==> config.mk <==
export PLATFORM = sky130hd
export DESIGN_NAME = hex_display_scanner
export DESIGN_NICKNAME = d
export VERILOG_FILES = /design/src/rtl/hex_display_pkg.sv /design/src/rtl/hex_to_seg7.sv /design/src/rtl/hex_display_scanner.sv
export SDC_FILE = /design/constraint.sdc
export NUM_CORES = 1
export LEC_CHECK = 0
export ABC_AREA = 1
export CAP_MARGIN = 10
export CORE_UTILIZATION = 37
export DETAILED_ROUTE_END_ITERATION = 10
export MAX_ROUTING_LAYER = met4
export SYNTH_ARGS = -nofsm -noshare
export SYNTH_HDL_FRONTEND = slang
export SYNTH_SLANG_ARGS = --single-unit
==> constraint.sdc <==
create_clock -name clk_i -period 2.45 [get_ports clk_i]
set_input_delay 0.49 -clock clk_i [delete_from_list [all_inputs] [get_ports clk_i]]
set_output_delay 0.49 -clock clk_i [all_outputs]
set_load 0.01 [all_outputs]
==> src/rtl/hex_display_pkg.sv <==
// Shared constants for the seven-segment display path.
//   MAX_DIGITS     : largest digit count the scanner supports
//   SEG_A..SEG_G   : bit positions of each segment in a {g,f,e,d,c,b,a} vector
//   SEG7_LUT       : active-high segment patterns for hex digits 0..F
//   nibble_to_seg7 : table lookup wrapper used by the decoder
package hex_display_pkg;

  localparam int MAX_DIGITS = 16;

  localparam int SEG_A = 0;
  localparam int SEG_B = 1;
  localparam int SEG_C = 2;
  localparam int SEG_D = 3;
  localparam int SEG_E = 4;
  localparam int SEG_F = 5;
  localparam int SEG_G = 6;

  localparam logic [6:0] SEG7_LUT [16] = '{
    7'h3F, 7'h06, 7'h5B, 7'h4F, 7'h66, 7'h6D, 7'h7D, 7'h07,
    7'h7F, 7'h6F, 7'h77, 7'h7C, 7'h39, 7'h5E, 7'h79, 7'h71
  };

  function automatic logic [6:0] nibble_to_seg7(input logic [3:0] nib);
    return SEG7_LUT[nib];
  endfunction

endpackage

==> src/rtl/hex_to_seg7.sv <==
// Combinational hex nibble to seven-segment decoder (active-high output).
//   nibble : hex value 0..F
//   seg    : segments {g,f,e,d,c,b,a}, 1 = lit
module hex_to_seg7
  import hex_display_pkg::*;
(
  input  logic [3:0] nibble,
  output logic [6:0] seg
);

  assign seg = nibble_to_seg7(nibble);

endmodule

==> src/rtl/hex_display_scanner.sv <==
// Multi-digit seven-segment scanner. Snapshots the display word once per
// frame and time-multiplexes the digits with per-digit enable, leading-zero
// blanking, decimal points and an all-dark guard interval at the start of
// each digit slot.
//   clk_i      : system clock
//   reset_i    : synchronous reset, active-high
//   data_i     : hex word, nibble k drives digit k (digit 0 rightmost)
//   digit_en_i : per-digit enable, 0 keeps the digit dark
//   dp_i       : per-digit decimal point request
//   blank_lz_i : enables leading-zero blanking
//   seg_o      : segments {g,f,e,d,c,b,a}
//   dp_o       : decimal point
//   an_o       : digit anodes
//   frame_o    : one-cycle pulse after each snapshot load
module hex_display_scanner
  import hex_display_pkg::*;
#(
  parameter int NUM_DIGITS     = 8,
  parameter int REFRESH_DIV    = 100000,
  parameter int GUARD_CYCLES   = 2,
  parameter bit SEG_ACTIVE_LOW = 1'b1,
  parameter bit AN_ACTIVE_LOW  = 1'b1
) (
  input  logic                    clk_i,
  input  logic                    reset_i,
  input  logic [4*NUM_DIGITS-1:0] data_i,
  input  logic [NUM_DIGITS-1:0]   digit_en_i,
  input  logic [NUM_DIGITS-1:0]   dp_i,
  input  logic                    blank_lz_i,
  output logic [6:0]              seg_o,
  output logic                    dp_o,
  output logic [NUM_DIGITS-1:0]   an_o,
  output logic                    frame_o
);

  localparam int DATA_W = 4 * NUM_DIGITS;
  localparam int PW     = (REFRESH_DIV > 1) ? $clog2(REFRESH_DIV) : 1;
  localparam int DW     = (NUM_DIGITS > 1) ? $clog2(NUM_DIGITS) : 1;

  localparam logic [PW-1:0] P_LAST = PW'(REFRESH_DIV - 1);
  localparam logic [DW-1:0] D_LAST = DW'(NUM_DIGITS - 1);

  // XOR masks that turn active-high values into pin polarity; also the
  // "all off" pin values.
  localparam logic [NUM_DIGITS-1:0] AN_POL  = {NUM_DIGITS{AN_ACTIVE_LOW}};
  localparam logic [6:0]            SEG_POL = {7{SEG_ACTIVE_LOW}};

  generate
    if (NUM_DIGITS < 1 || NUM_DIGITS > MAX_DIGITS) begin : g_bad_digits
      $error("hex_display_scanner: NUM_DIGITS must be within 1..16");
    end
    if (REFRESH_DIV <= GUARD_CYCLES) begin : g_bad_refresh
      $error("hex_display_scanner: REFRESH_DIV must exceed GUARD_CYCLES");
    end
  endgenerate

  logic [PW-1:0]         p;
  logic [DW-1:0]         d;
  logic [DATA_W-1:0]     snap_data;
  logic [NUM_DIGITS-1:0] snap_en;
  logic [NUM_DIGITS-1:0] snap_dp;
  logic                  snap_lz;
  logic                  load_pending;

  logic                  p_last;
  logic                  d_last;
  logic                  load;

  assign p_last = (p == P_LAST);
  assign d_last = (d == D_LAST);
  // A fresh snapshot is taken on the last clock of the last digit slot so
  // the new frame starts cleanly at digit 0; load_pending covers the first
  // frame after reset.
  assign load   = load_pending | (p_last & d_last);

  always_ff @(posedge clk_i) begin
    if (reset_i) begin
      p            <= '0;
      d            <= '0;
      snap_data    <= '0;
      snap_en      <= '0;
      snap_dp      <= '0;
      snap_lz      <= 1'b0;
      load_pending <= 1'b1;
    end else begin
      if (p_last) begin
        p <= '0;
        d <= d_last ? '0 : d + 1'b1;
      end else begin
        p <= p + 1'b1;
      end
      if (load) begin
        snap_data    <= data_i;
        snap_en      <= digit_en_i;
        snap_dp      <= dp_i;
        snap_lz      <= blank_lz_i;
        load_pending <= 1'b0;
      end
    end
  end

  // Walk from the most significant digit down, tracking whether every
  // nibble so far is zero. Digit 0 is exempt so zero still shows as "0".
  logic [NUM_DIGITS-1:0] visible;
  logic                  zero_above;

  always_comb begin
    visible    = '0;
    zero_above = 1'b1;
    for (int k = NUM_DIGITS - 1; k >= 0; k--) begin
      zero_above = zero_above & (snap_data[4*k +: 4] == 4'h0);
      visible[k] = snap_en[k] & ~(snap_lz & zero_above & (k != 0));
    end
  end

  logic [3:0]            cur_nib;
  logic [6:0]            cur_seg;
  logic [NUM_DIGITS-1:0] an_sel;
  logic                  show;

  assign cur_nib = 4'(snap_data >> {d, 2'b00});
  assign an_sel  = NUM_DIGITS'(1) << d;
  assign show    = (int'(p) >= GUARD_CYCLES) && visible[d];

  hex_to_seg7 u_dec (
    .nibble (cur_nib),
    .seg    (cur_seg)
  );

  always_ff @(posedge clk_i) begin
    if (reset_i) begin
      an_o    <= AN_POL;
      seg_o   <= SEG_POL;
      dp_o    <= SEG_ACTIVE_LOW;
      frame_o <= 1'b0;
    end else begin
      frame_o <= load;
      if (show) begin
        an_o  <= an_sel ^ AN_POL;
        seg_o <= cur_seg ^ SEG_POL;
        dp_o  <= snap_dp[d] ^ SEG_ACTIVE_LOW;
      end else begin
        an_o  <= AN_POL;
        seg_o <= SEG_POL;
        dp_o  <= SEG_ACTIVE_LOW;
      end
    end
  end

endmodule

==> run metrics, run 1 <==
min Tclk post-route 2.191 ns; number of synthesized register bits 87; pre-CTS WS 0.2435 ns; DR iter-0 viols 191; yosys warns 0; Sw Pwr 739.9 uW; Synth Area in Adders 0.04244; achievable frequency 456.4 MHz; worst-margin pin slew 0.7847 ns; Max transition margin 0.4761; Clk pwr share 0.394; core area 10840 sq um; fin crit share 0.8943; pwr dens 600.0 nW/um^2; most common cell after layout, fill and taps aside nor2_1; Fin Clk Skew 0.01272 ns; DP HPWL 7.205 mm; share of layout cells above drive strength 1 0.06677; Compound-Gate Fraction of Synth Area 0.1297; Crit. End Element flip-flop; maximum fanout along the worst path 50; most frequent cells in the layout nor2_1 (136), nand2_1 (89), dfxtp_1 (87); final hold violation count 0; vias per cell 4.792; Initial Util 0.3808; initial antenna violation count 0; Die H 107.6 microns; Post-Syn Area 4128 sq um; Port Buffer Count 67; Min Hold Slack 0.4764 ns; required time of the critical path 2.74 ns; largest net degree at the start of global routing 51; Post-CTS Hold Fix Bufs 0; Synth-to-Final Area Change 24.92%; internal power 2.354 mW; Fill cells 1159; cts repair resizes 0; CTS buffer count 9; gpl congestion 0.8578; Synth Area in XOR/XNOR 0.008487; final setup margin 0.2590 ns; Combinational Power Share 0.113; global-route wire length before repair 16.87 mm; sequential fraction of the synthesis area 0.4219; Final #Nets 719; Post-Synth Simple-Gate Area 0.3095; Worst setup SP type flip-flop; CTS clk-pin slew, worst paths 0.09 ns; Post-Syn Area per Cell 6.984 sq um; Skew-Pair Late Insertion Delay 0.36 ns; Max clock buf depth 2; final setup vio count 0; status completed; EDFF count, synth 0; vias 3829; WS Path Type reg2reg; part of the power in registers 0.492; post-route ant nets 0; vias in the first global route 3731; synthesized net count 656; VDD IR-drop max 275.3 uV; DRC violations left 0; Root Driver clkbuf_8; FFs w/ async S/R, synth 0; Sw Ratio 0.2391; chip width 107.6 microns; Overflow after GRT 0; DRT Pass-1 Iters 5; # rows 38; Distinct cells, synth 36; WL final 9.755 mm; Setup Buffers After CTS 0; largest family of logic cells by synthesized area simple AND/OR/NAND/NOR gates; max-slew violation count 0; DR WL/cell 12.21 microns; RSZ-0062 raised after global routing false; I/O pin count 68; Hold WC Path Type reg2reg; ANT cells 0; Leak 2.157 nW; Final TNS setup 0 ns; GRT Resource Usage Total 0.1888; clock sink count 87; htree depth 3; max-cap viol count 0; die area 11580 sq um; CTS tree done; multiplexer share of the synthesized area 0; Synth Flop Type dfxtp_1; Critical Path AT 2.48 ns; Gate Count Post-Synth 591; R2R setup slack 0.26 ns
## cell families after synthesis
kind of cell | count (synthesis)
AOI/OAI and AO/OA | 102
xor gates and xnor gates | 4
adders and majority gates | 14
buffers and inverters | 82
DFF | 87
and+or+nand+nor | 302
## power by group through the flow
stage	sequential (mW)	clock [mW]	combinational, mW
finish	1.52	1.22	0.350
global route	1.53	1.31	0.405
CTS	1.52	1.25	0.355
detailed placement	1.56	0	0.353
global placement	1.56	0	0.348
floorplan	1.54	0	0.212
## state kept, by name, summed over array words and instances, names as in the netlist
| register | cells |
|---|---|
| seg_o | 7 |
| snap_en | 8 |
| load_pending | 1 |
| dp_o | 1 |
| snap_dp | 8 |
| frame_o | 1 |
| snap_lz | 1 |
| snap_data | 32 |
| p | 17 |
| d | 3 |
| an_o | 8 |
## through the flow
| step | instances | util | power [mW] | cell area, sq um |
|---|---|---|---|---|
| detailed placement | 783 | 0.4530 | 1.909 | 4911 |
| global route | 799 | 0.4756 | 3.247 | 5156 |
| global placement | 783 | 0.4530 | 1.903 | 4911 |
| finish | 799 | 0.4756 | 3.094 | 5156 |
| CTS | 799 | 0.4756 | 3.126 | 5156 |
| floorplan | 591 | - | 1.756 | 4128 |
## worst max-delay path: stages, from the launching register on
cell,delay [ns]
dfxtp_1,0.37
buf_4,0.20
ha_1,0.23
ha_1,0.23
nand2_2,0.10
nand2_4,0.11
inv_2,0.59
nor2_1,0.12
nor2_1,0.15
## final timing paths
| kind | endpoint | cells past startpoint | startpoint |
|---|---|---|---|
| worst max-delay path | snap_dp[2] | 8 | d[0] |
| worst min-delay path | p[3] | 2 | p[3] |
| worst max register to register | snap_dp[2] | 8 | d[0] |
| worst min register to register | p[3] | 2 | p[3] |
## cell usage after synthesis (3+ instances only)
master	count	area (sq um)
inv_2	4	15.01
nand4_1	6	37.54
a21oi_1	19	95.09
nor3_1	9	45.04
nand2_2	4	25.02
nand2_1	89	334.1
nor4_1	7	43.79
o21ai_0	61	305.3
nand3_1	40	200.2
o21ai_1	13	65.06
nor2_2	4	25.02
clkbuf_1	7	26.28
nor2_1	136	510.5
dfxtp_1	87	1742
inv_1	49	183.9
xor2_1	3	26.28
o211ai_1	4	30.03
buf_2	16	80.08
ha_1	14	175.2
## cell type report
cell class / count / area, sq um / area share
tap: 140 / 175.2 / 0.03397
clock inverter: 5 / 103.9 / 0.02014
sequential: 87 / 1742 / 0.3378
clock buffer: 11 / 141.4 / 0.02742
inverter: 54 / 202.7 / 0.03931
timing repair buffer: 80 / 768.2 / 0.1490
multi-input combinational: 422 / 2023 / 0.3924
## routing by layer
layer	part of all wire	global-route usage	wire [microns]
met4	0.012	0.06262	116
met1	0.47	0.2228	4541
met5	0	-	0
met2	0.47	0.3214	4616
met3	0.049	0.03632	480
Note: power is estimated with default switching activity, not from simulation.
==> run 2, diff against run 1 <==
Settings changed: CTS_BUF_LIST from default to sky130_fd_sc_hd__clkbuf_4 sky130_fd_sc_hd__clkbuf_8 sky130_fd_sc_hd__clkbuf_16, SKIP_LAST_GASP from default to 1.
==> run metrics, run 2 (same netlist as run 1, synthesis figures left out) <==
maximum fanout along the worst path 50 (unchanged); Leak 2.161 nW (+0.16%); vias 3814 (-0.39%); most frequent cells in the layout nor2_1 (136), nand2_1 (89), dfxtp_1 (87); vias in the first global route 3717 (-0.38%); DR WL/cell 12.30 microns (+0.78%); DRC violations left 0 (unchanged); DRT Pass-1 Iters 4 (-1); R2R cell count 8 (unchanged); worst-margin pin slew 0.8182 ns (+0.03351 ns); Final #Nets 719 (unchanged); initial antenna violation count 0 (unchanged); capture point of the worst path snap_dp[2]; max-cap viol count 0 (unchanged); CTS clk-pin slew, worst paths 0.09 ns (about the same); Crit. End Element flip-flop; Setup Buffers After CTS 0 (unchanged); max reg flops 32 (unchanged); chip width 107.6 microns (unchanged); WS Path Type reg2reg; Inst Count DP 783 (unchanged); CTS buffer count 9 (unchanged); post-route ant nets 0 (unchanged); min Tclk post-route 2.210 ns (+0.01878 ns); final non-filler cell area 5160 sq um (about the same); Final Util 0.4760 (about the same); Post-CTS Hold Fix Bufs 0 (unchanged); final setup vio count 0 (unchanged); Max transition margin 0.4537 (-0.02237); Overflow after GRT 0 (unchanged); Min Hold Slack 0.4766 ns (+0.0002020 ns); met2 WL 4.750 mm (+2.9%); clock sink count 87 (unchanged); cell breakdown of the critical path buf_4 -> ha_1 -> ha_1 -> nand2_2 -> nand2_4 -> inv_2 -> nor2_1 -> nor2_1; WL final 9.831 mm (+0.78%); final hold violation count 0 (unchanged); Die H 107.6 microns (unchanged); vias per cell 4.773 (-0.39%); Hold WC Path Type reg2reg; Most flops, register snap_data; status completed; Met3 Wirelength 412 microns (-14%); CTS tree done; area of the multi-input gates 2023 sq um (unchanged); FF+latch area 1742 sq um (unchanged); DR iter-0 viols 167 (-13%); Final TNS setup 0 ns (unchanged); Port Buffer Count 67 (unchanged); top sig layer met4; R2R setup slack 0.24 ns (-0.02 ns); Skew-Pair Late Insertion Delay 0.35 ns (about the same); gpl congestion 0.8578 (unchanged); pwr dens 601.7 nW/um^2 (+0.28%); final cell count without fillers 799 (unchanged); achievable frequency 452.5 MHz (-0.85%); Root Driver clkbuf_8; DP HPWL 7.205 mm (unchanged); RSZ-0062 raised after global routing false; global-route wire length before repair 16.84 mm (-0.20%); required time of the critical path 2.73 ns (about the same); Initial Util 0.3808 (unchanged); CP max stage cell inv_2; die area 11580 sq um (unchanged); cts repair resizes 0 (unchanged); share of layout cells above drive strength 1 0.06829 (+0.001517); CP startpoint d[0]; pre-CTS WS 0.2435 ns (unchanged); # rows 38 (unchanged); Worst setup SP type flip-flop; Max clock buf depth 2 (unchanged); Fin Clk Skew 0.01301 ns (+0.0002853 ns); largest net degree at the start of global routing 51 (unchanged); Largest regs snap_data: 32 flops, p: 17 flops; reg2reg start d[0]; I/O pin count 68 (unchanged); Synth-to-Final Area Change 25.01% (about the same); fin crit share 0.9019 (+0.007665); Max stage delay on crit path 0.62 ns (+0.03 ns); VDD IR-drop max 274.4 uV (-0.30%); Metal-1 WL 4.609 mm (+1.5%); Power Total 3.105 mW (+0.36%); Fill cells 1160 (+0.086%); core area 10840 sq um (unchanged); final setup margin 0.2403 ns (-0.01878 ns); most common cell after layout, fill and taps aside nor2_1; Reg-to-Reg End snap_dp[2]; htree depth 3 (unchanged); max-slew violation count 0 (unchanged); Placed Area 4911 sq um (unchanged); Critical Path AT 2.49 ns (about the same); GRT Resource Usage Total 0.1882 (-0.0005306); ANT cells 0 (unchanged)
-- run 2: how the worst min path moves through the flow --
stage / cells past startpoint / end / start
after floorplan: 1 / p[0] / p[0]
after global placement: 2 / p[3] / p[3]
after detailed placement: 1 / p[0] / p[0]
after CTS: 2 / p[3] / p[3]
after global routing: 2 / p[3] / p[3]
final: 2 / p[3] / p[3]
-- run 2: metal layers --
| metal | global-route usage | vias to the layer above |
|---|---|---|
| met5 | - | - |
| met2 | 0.3187 | 83 |
| met4 | 0.05871 | 0 |
| met3 | 0.03632 | 7 |
| li1 | - | 2028 |
| met1 | 0.2250 | 1696 |
-- run 2: where the power goes --
part | internal (mW) | switching (mW) | total (mW)
clock | 0.719 | 0.511 | 1.23
combinational | 0.167 | 0.185 | 0.351
sequential | 1.48 | 0.0443 | 1.52
-- run 2: area by class of cell --
| type | count | share of cell area |
|---|---|---|
| Tap cell | 140 | 0.03395 |
| Timing Repair Buffer | 80 | 0.1489 |
| Inverter | 54 | 0.03928 |
| Sequential cell | 87 | 0.3375 |
| Clock inverter | 5 | 0.02013 |
| Multi-Input combinational cell | 422 | 0.3921 |
| Clock buffer | 11 | 0.02813 |
-- run 2: worst max-delay path: cells and delay by family, from the launching register on --
family                     cells  cell delay, ns
and+or+nand+nor                4            0.47
adders and majority gates      2            0.46
DFF                            1            0.37
buffers and inverters          2            0.82
==> run 3, diff against run 2 <==
Settings changed: CORE_UTILIZATION 37 to 40, CTS_CLUSTER_DIAMETER from default to 40, PLACE_DENSITY from default to 0.74.
==> run metrics, run 3 (same netlist as run 1, synthesis figures left out) <==
status completed; DRC violations left 0 (unchanged); post-route ant nets 0 (unchanged); fin crit share 0.8956 (-0.006357); Critical Path AT 2.42 ns (-0.07 ns); ANT cells 0 (unchanged); max-cap viol count 0 (unchanged); Max clock buf depth 2 (unchanged); final hold violation count 0 (unchanged); GRT Resource Usage Total 0.1925 (+0.004292); worst-margin pin slew 0.6008 ns (-0.2174 ns); vias 3922 (+2.8%); CTS tree done; Final #Nets 714 (-0.70%); # rows 36 (-5.3%); max-slew violation count 0 (unchanged); VDD IR-drop max 352.9 uV (+29%); Fill cells 991 (-15%); Post-CTS Hold Fix Bufs 0 (unchanged); WL final 9.715 mm (-1.2%); vias in the first global route 3720 (+0.081%); vias per cell 4.990 (+4.5%); CTS buffer count 9 (unchanged); RSZ-0062 raised after global routing false; min Tclk post-route 2.194 ns (-0.01557 ns); WS Path Type reg2reg; die area 10730 sq um (-7.4%); chip width 103.6 microns (-3.7%); DRT Pass-1 Iters 4 (unchanged); Port Buffer Count 67 (unchanged); final setup vio count 0 (unchanged); cts repair resizes 0 (unchanged); Largest regs snap_data: 32 flops, p: 17 flops; most common cell after layout, fill and taps aside nor2_1; max reg flops 32 (unchanged); Root Driver clkbuf_8; final setup margin 0.2558 ns (+0.01557 ns); DR iter-0 viols 173 (+3.6%); Hold WC Path Type reg2reg; Fin Clk Skew 0.008397 ns (-0.004609 ns); pre-CTS WS 0.3315 ns (+0.08791 ns); Worst setup SP type flip-flop; Synth-to-Final Area Change 23.83%; Leak 2.135 nW (-1.2%); Setup Buffers After CTS 0 (unchanged); Placed Area 4877 sq um (-0.69%); final non-filler cell area 5111 sq um (-0.95%); share of layout cells above drive strength 1 0.05972 (-0.008561); most frequent cells in the layout nor2_1 (136), nand2_1 (89), dfxtp_1 (87); Skew-Pair Late Insertion Delay 0.36 ns (about the same); required time of the critical path 2.67 ns (-0.06 ns); clock sink count 87 (unchanged); DR WL/cell 12.36 microns (+0.45%); pwr dens 599.5 nW/um^2 (-0.38%); CTS clk-pin slew, worst paths 0.08 ns (about the same); global-route wire length before repair 16.56 mm (-1.6%); Overflow after GRT 0 (unchanged); achievable frequency 455.8 MHz (+0.71%); DP HPWL 6.971 mm (-3.2%); Inst Count DP 771 (-1.5%); Final TNS setup 0 ns (unchanged); htree depth 3 (unchanged); core area 9910 sq um (-8.6%); largest net degree at the start of global routing 54 (+5.9%); gpl congestion 0.8608 (+0.35%); I/O pin count 68 (unchanged); Crit. End Element flip-flop; Most flops, register snap_data; initial antenna violation count 0 (unchanged); final cell count without fillers 786 (-1.6%); Final Util 0.5158 (+0.03979); maximum fanout along the worst path 15 (-70%); Die H 103.6 microns (-3.7%); Max transition margin 0.5995 (+0.1457); Initial Util 0.4165 (+0.03577)
run 3: changes by cell type in the layout (fill, tap and decap cells not counted):
| cell | change |
|---|---|
| clkbuf_8 | -1 |
| buf_12 | +1 |
| inv_6 | -1 |
| buf_4 | -6 |
| clkbuf_4 | +1 |
run 3: power breakdown:
part	leakage, nW	internal [mW]	switching, mW
Combinational	1.30	0.165	0.188
Clock	0.120	0.693	0.493
Sequential	0.716	1.48	0.0457
run 3: final timing paths:
check / start / end / slack (ns) / depth (start not counted)
worst max-delay path: d[0] / seg_o[1] / 0.26 / 10
worst min-delay path: p[3] / p[3] / 0.47 / 2
worst max register to register: d[0] / seg_o[1] / 0.26 / 10
worst min register to register: p[3] / p[3] / 0.47 / 2
run 3: worst max-delay path, cell delays in order (launching register included):
cell	delay, ns
dfxtp_1	0.37
buf_4	0.22
nand2_1	0.07
o211ai_1	0.08
o21ai_0	0.15
o21ai_0	0.50
ha_1	0.34
nand3_1	0.11
nand2_1	0.07
nand2_1	0.07
nand3_1	0.07
run 3: metrics by stage:
step | hold slack, ns | total power [mW]
final | 0.4690 | 3.064
after global routing | 0.5084 | 3.193
after CTS | 0.4761 | 3.085
after detailed placement | 0.4657 | 1.904
after global placement | 0.4563 | 1.896
after floorplan | 0.4415 | 1.756
run 3: layer usage:
metal	track usage	routed length, microns	up-vias
li1	-	-	2016
met1	0.2427	4616	1769
met2	0.3063	4415	124
met3	0.04594	572	13
met4	0.05590	110	0
met5	-	0	-
run 3: area by class of cell:
cell class                      instances  area, sq um  area share
Multi-Input combinational cell        422         2023      0.3958
Sequential cell                        87         1742      0.3408
Timing Repair Buffer                   75        743.2      0.1454
Inverter                               54        202.7     0.03966
Tap cell                              133        166.4     0.03256
Clock buffer                           11        138.9     0.02717
Clock inverter                          4        95.09     0.01860
